[config.mk]
export PLATFORM = sky130hd
export DESIGN_NAME = ctrl_seq_unit
export DESIGN_NICKNAME = d
export VERILOG_FILES = /design/src/rtl/ctrl_seq_unit.sv
export SDC_FILE = /design/constraint.sdc
export NUM_CORES = 1
export LEC_CHECK = 0
export ABC_AREA = 1
export CORE_MARGIN = 8
export CORE_UTILIZATION = 53
export CTS_BUF_LIST = sky130_fd_sc_hd__clkbuf_8
export DETAILED_ROUTE_END_ITERATION = 10
export PLACE_DENSITY = 0.95
export SLEW_MARGIN = 20
export SYNTH_ARGS = -nofsm -noshare
export SYNTH_HDL_FRONTEND = slang
export SYNTH_SLANG_ARGS = --single-unit
[constraint.sdc]
create_clock -name clk -period 5.24 [get_ports clk]
set_input_delay 1.048 -clock clk [delete_from_list [all_inputs] [get_ports clk]]
set_output_delay 1.048 -clock clk [all_outputs]
set_load 0.05 [all_outputs]
[src/rtl/ctrl_seq_unit.sv]
// Decode and sequencing controller for the RV32I core datapath: decodes the opcode into datapath
// controls, stalls the PC on instruction or data-cache waits, and halts on an illegal opcode or a memory timeout.
module ctrl_seq_unit #(
    parameter int MEM_TIMEOUT = 64,
    parameter int CNT_W       = 32
) (
    input  logic             clk,
    input  logic             rst,
    input  logic [31:0]      instr,
    input  logic             instr_valid,
    input  logic             mem_done,
    output logic [2:0]       imm_sel,
    output logic             alu_src,
    output logic [1:0]       alu_op,
    output logic             branch,
    output logic [1:0]       pc_sel,
    output logic [1:0]       result_src,
    output logic             reg_write,
    output logic             mem_read,
    output logic             mem_write,
    output logic             pc_en,
    output logic             illegal,
    output logic             mem_timeout,
    output logic [CNT_W-1:0] stall_cnt
);

    localparam int TMO_W = $clog2(MEM_TIMEOUT + 1);

    localparam logic [6:0] OP_R      = 7'b0110011;
    localparam logic [6:0] OP_IMM    = 7'b0010011;
    localparam logic [6:0] OP_LOAD   = 7'b0000011;
    localparam logic [6:0] OP_STORE  = 7'b0100011;
    localparam logic [6:0] OP_BRANCH = 7'b1100011;
    localparam logic [6:0] OP_JAL    = 7'b1101111;
    localparam logic [6:0] OP_JALR   = 7'b1100111;
    localparam logic [6:0] OP_LUI    = 7'b0110111;
    localparam logic [6:0] OP_AUIPC  = 7'b0010111;

    typedef enum logic [1:0] {
        S_RUN,
        S_MEM_WAIT,
        S_HALT
    } state_t;

    state_t           state_q, state_d;
    logic             illegal_q, illegal_d;
    logic             timeout_q, timeout_d;
    logic [TMO_W-1:0] tmo_q, tmo_d, tmo_inc;
    logic [CNT_W-1:0] stall_q, stall_d;

    logic [6:0] opcode;
    logic [2:0] funct3;
    logic       is_load, is_store, is_legal, dec_en;
    logic       unused_instr_bits;

    assign opcode            = instr[6:0];
    assign funct3            = instr[14:12];
    assign unused_instr_bits = ^{instr[31:15], instr[11:7]};
    assign is_load           = (opcode == OP_LOAD);
    assign is_store          = (opcode == OP_STORE);
    assign tmo_inc           = tmo_q + TMO_W'(1);

    always_comb begin
        case (opcode)
            OP_R, OP_IMM, OP_LOAD, OP_STORE, OP_BRANCH,
            OP_JAL, OP_JALR, OP_LUI, OP_AUIPC: is_legal = 1'b1;
            default:                           is_legal = 1'b0;
        endcase
    end

    // The instruction is held stable by the datapath throughout MEM_WAIT, so it is decoded there too.
    assign dec_en = ((state_q == S_RUN) && instr_valid) || (state_q == S_MEM_WAIT);

    always_comb begin
        // NOTE: every output and next-state value gets a default first so no path can infer a latch.
        imm_sel     = 3'b000;
        alu_src     = 1'b0;
        alu_op      = 2'b00;
        branch      = 1'b0;
        pc_sel      = 2'b00;
        result_src  = 2'b00;
        reg_write   = 1'b0;
        mem_read    = 1'b0;
        mem_write   = 1'b0;
        pc_en       = 1'b0;
        state_d     = state_q;
        illegal_d   = illegal_q;
        timeout_d   = timeout_q;
        tmo_d       = tmo_q;

        if (dec_en) begin
            case (opcode)
                OP_R: alu_op = 2'b10;
                OP_IMM: begin
                    alu_src = 1'b1;
                    alu_op  = 2'b10;
                end
                OP_LOAD: begin
                    alu_src    = 1'b1;
                    result_src = 2'b01;
                    imm_sel    = (funct3 == 3'b100 || funct3 == 3'b101) ? 3'b101 : 3'b000;
                end
                OP_STORE: begin
                    imm_sel = 3'b001;
                    alu_src = 1'b1;
                end
                OP_BRANCH: begin
                    imm_sel = 3'b100;
                    alu_op  = 2'b01;
                    branch  = 1'b1;
                    pc_sel  = 2'b01;
                end
                OP_JAL: begin
                    imm_sel    = 3'b011;
                    pc_sel     = 2'b01;
                    result_src = 2'b10;
                end
                OP_JALR: begin
                    alu_src    = 1'b1;
                    pc_sel     = 2'b10;
                    result_src = 2'b10;
                end
                OP_LUI: begin
                    imm_sel    = 3'b010;
                    result_src = 2'b11;
                end
                OP_AUIPC: begin
                    imm_sel = 3'b010;
                    alu_src = 1'b1;
                end
                default: ;
            endcase
        end

        case (state_q)
            S_RUN: begin
                if (instr_valid) begin
                    if (!is_legal) begin
                        illegal_d = 1'b1;
                        state_d   = S_HALT;
                    end else if (is_load || is_store) begin
                        mem_read  = is_load;
                        mem_write = is_store;
                        tmo_d     = '0;
                        state_d   = S_MEM_WAIT;
                    end else begin
                        pc_en     = 1'b1;
                        reg_write = (opcode != OP_BRANCH);
                    end
                end
            end
            S_MEM_WAIT: begin
                mem_read  = is_load;
                mem_write = is_store;
                if (mem_done) begin
                    pc_en     = 1'b1;
                    reg_write = is_load;
                    state_d   = S_RUN;
                end else begin
                    tmo_d = tmo_inc;
                    // The request stays up through the last wait cycle so a late mem_done still completes.
                    if (tmo_inc == TMO_W'(MEM_TIMEOUT)) begin
                        timeout_d = 1'b1;
                        state_d   = S_HALT;
                    end
                end
            end
            default: ;
        endcase

        stall_d = stall_q;
        if (state_q != S_HALT && !pc_en && stall_q != '1) begin
            stall_d = stall_q + CNT_W'(1);
        end

        illegal     = illegal_q;
        mem_timeout = timeout_q;
        stall_cnt   = stall_q;

        // Reset forces every output low combinationally, so an in-flight access drops in the reset cycle itself.
        if (rst) begin
            imm_sel     = 3'b000;
            alu_src     = 1'b0;
            alu_op      = 2'b00;
            branch      = 1'b0;
            pc_sel      = 2'b00;
            result_src  = 2'b00;
            reg_write   = 1'b0;
            mem_read    = 1'b0;
            mem_write   = 1'b0;
            pc_en       = 1'b0;
            illegal     = 1'b0;
            mem_timeout = 1'b0;
            stall_cnt   = '0;
        end
    end

    always_ff @(posedge clk) begin
        // NOTE: sequential state uses non-blocking assignments so every register samples pre-edge values.
        if (rst) begin
            state_q   <= S_RUN;
            illegal_q <= 1'b0;
            timeout_q <= 1'b0;
            tmo_q     <= '0;
            stall_q   <= '0;
        end else begin
            state_q   <= state_d;
            illegal_q <= illegal_d;
            timeout_q <= timeout_d;
            tmo_q     <= tmo_d;
            stall_q   <= stall_d;
        end
    end

endmodule

==> results.json <==
{
  "maxCapViolCount": 0,
  "min_period_ns": 4.507,
  "start_util_pct": 54.52,
  "synthSimpleGateAreaFrac_pct": 43.91,
  "wl_mm": 9.546,
  "clock_latency_ns": 0.31,
  "fin_skew_ns": 0.01711,
  "place.gp.congestion": 0.8903,
  "dpl.hpwl_mm": 7.138,
  "yosysMostFrequentCell": "nor2_1",
  "seq_area_frac_synth_pct": 25.01,
  "first_pass_iters": 5,
  "placed_area_sq_um": 4139,
  "crit_fanout": 5,
  "fin_crit_sh_pct": 86.01,
  "rsz0062_at_grt": "false",
  "finalHoldViolCount": 0,
  "synth_area_sq_um": 3442,
  "synth_top_family_by_area": "simple AND/OR/NAND/NOR gates",
  "netlist-cell-type-count": 43,
  "antenna_cells": 0,
  "hold_path.class": "flip-flop to flip-flop",
  "max_freq_ghz": 0.2219,
  "num-fill-cells": 495,
  "ir_drop_mv": 0.2982,
  "placementRows": 29,
  "numClockSinks": 43,
  "cts_root_buf": "clkbuf_8",
  "dieHeight_microns": 96.59,
  "antenna_found_initial": 0,
  "syn_inst": 525,
  "synth_edf_count": 0,
  "yosys_warnings": 0,
  "nets": 618,
  "fin_area_sq_um": 4257,
  "synthAdderAreaFrac_pct": 1.091,
  "p_per_area_nw_per_um2": 424.6,
  "synth.largest_area_cell": "dfxtp_1",
  "die_area_sq_um": 9330,
  "synth_compound_area_share_pct": 10.32,
  "end_kind": "output pin",
  "yosys-top-cells-area": "dfxtp_1 25%, nor2_1 13%, nand2_1 11%, xor2_1 7.6%, inv_1 6.9%",
  "via_count": 3630,
  "cts_buffer_depth": 2,
  "die_x_microns": 96.59,
  "max-slew-margin-rel_pct": 37.82,
  "area_growth_pct": 23.66,
  "path_class": "input pin to output pin",
  "io_buffers": 61,
  "power.leakage_nw": 1.808,
  "place_ws_ns": 0.7491,
  "numCtsBuffers": 5,
  "htree_levels": 2,
  "overflow": 0,
  "outcome": "completed",
  "fin_ws_ns": 0.7332,
  "syn-num-nets": 564,
  "clk_pin_slew_ns": 0.09,
  "yosysTopAreaCellShare_pct": 25.01,
  "cp.arrival_ns": 3.46,
  "cts_setup_buffers": 0,
  "yosys-mux-area-fraction_pct": 0,
  "final_core_util_pct": 67.42,
  "ant_nets": 0,
  "tritoncts": "yes",
  "wl_per_cell_microns": 14.53,
  "slew_viol_final": 0,
  "cts-hold-fix-buffers": 0,
  "drc": 0,
  "grt_pass1_wl_mm": 15.96,
  "vias_per_cell": 5.525,
  "crit_required_ns": 4.19,
  "grt_pass1_vias": 3557,
  "tns_ns": 0,
  "drive_gt1_share_pct": 14.48,
  "grtUsageTotal_pct": 21.28,
  "setup_viol": 0,
  "worstMarginPinSlew_ns": 0.9286,
  "core_area_sq_um": 6314,
  "cp-start-kind": "input pin",
  "grt_max_degree": 41,
  "ioPinCount": 85,
  "syn_area_per_cell_sq_um": 6.556,
  "ys_ff_latch": 43,
  "initialDrtViolationCount": 285,
  "synth_xor_area_share_pct": 7.888,
  "async_reset_ff_share_pct": 0,
  "synth_flop_cell": "dfxtp_1",
  "cts_resized": 0,
  "yosys-top-cells-count": "117 x nor2_1, 97 x nand2_1, 63 x inv_1"
}
==> per-stage QoR <==
step,std cells,power [mW],hold WS [ns]
after detailed placement,649,1.515,0.4754
after global placement,649,1.468,0.4467
after floorplan,525,1.341,0.4365
final,657,1.807,0.4892
after global routing,657,1.937,0.5029
after CTS,657,1.796,0.4944
==> where the power goes <==
| group | internal, mW | leakage (nW) | switching, mW |
|---|---|---|---|
| Combinational | 0.340 | 1.40 | 0.619 |
| Clock | 0.154 | 0.0612 | 0.124 |
| Sequential | 0.437 | 0.352 | 0.133 |
==> critical path, stage by stage <==
cell             delay (ns)
clkdlybuf4s50_1        0.53
nor3_4                 0.33
o211ai_2               0.20
nand2_4                0.14
o21ai_0                0.08
nor4_1                 0.25
clkdlybuf4s50_1        0.87
==> metal layers <==
metal / vias up / share of wire, % / global-route usage (%)
li1: 1753 / - / -
met1: 1661 / 39 / 23.42
met2: 181 / 51 / 38.84
met3: 35 / 7.9 / 4.096
met4: 0 / 2.9 / 8.953
met5: - / 0 / 0
==> sequential cells by signal, indices dropped and copies added (netlist names) <==
signal,cells
timeout_q,1
illegal_q,1
stall_q,32
tmo_q,7
state_q,2
==> kinds of logic after synthesis <==
logic type                 Yosys count
and+or+nand+nor                    313
DFF                                 43
adders and majority gates            3
xor gates and xnor gates            31
buffers and inverters               85
AOI/OAI and AO/OA                   50
==> layout make-up <==
| cell class | count | area, sq um | area share [%] |
|---|---|---|---|
| clock buffers | 6 | 82.58 | 1.940 |
| well taps | 77 | 96.34 | 2.263 |
| inverters | 68 | 255.2 | 5.996 |
| multi-input cells | 397 | 2176 | 51.12 |
| clock inverters | 2 | 35.03 | 0.8230 |
| repair buffers | 64 | 750.7 | 17.64 |
| flip-flops and latches | 43 | 860.8 | 20.22 |
==> cell usage in the layout, fill, tap and decap left out, drive strengths merged, types with 2 or more instances in the layout <==
cell / count
a31oi: 2
nand3: 34
nor3: 15
xor2: 30
a21oi: 16
o21bai: 18
ha: 3
o211ai: 3
nand3b: 2
nand2: 120
dfxtp: 43
buf: 16
clkdlybuf4s50: 48
nand4: 11
o21ai: 9
nor2: 128
inv: 68
clkbuf: 6
==> worst paths after layout <==
check / slack [ns] / endpoint / start / depth (start not counted)
worst min register to register: 0.49 / timeout_q$_SDFFE_PP0P_ / timeout_q$_SDFFE_PP0P_ / 2
worst max-delay path: 0.73 / mem_write / instr[2] / 7
worst max register to register: 3.10 / stall_q[0]$_SDFFE_PP0P_ / stall_q[0]$_SDFFE_PP0P_ / 10
worst min-delay path: 0.49 / timeout_q$_SDFFE_PP0P_ / timeout_q$_SDFFE_PP0P_ / 2
Power figures use the tool's default switching activity.
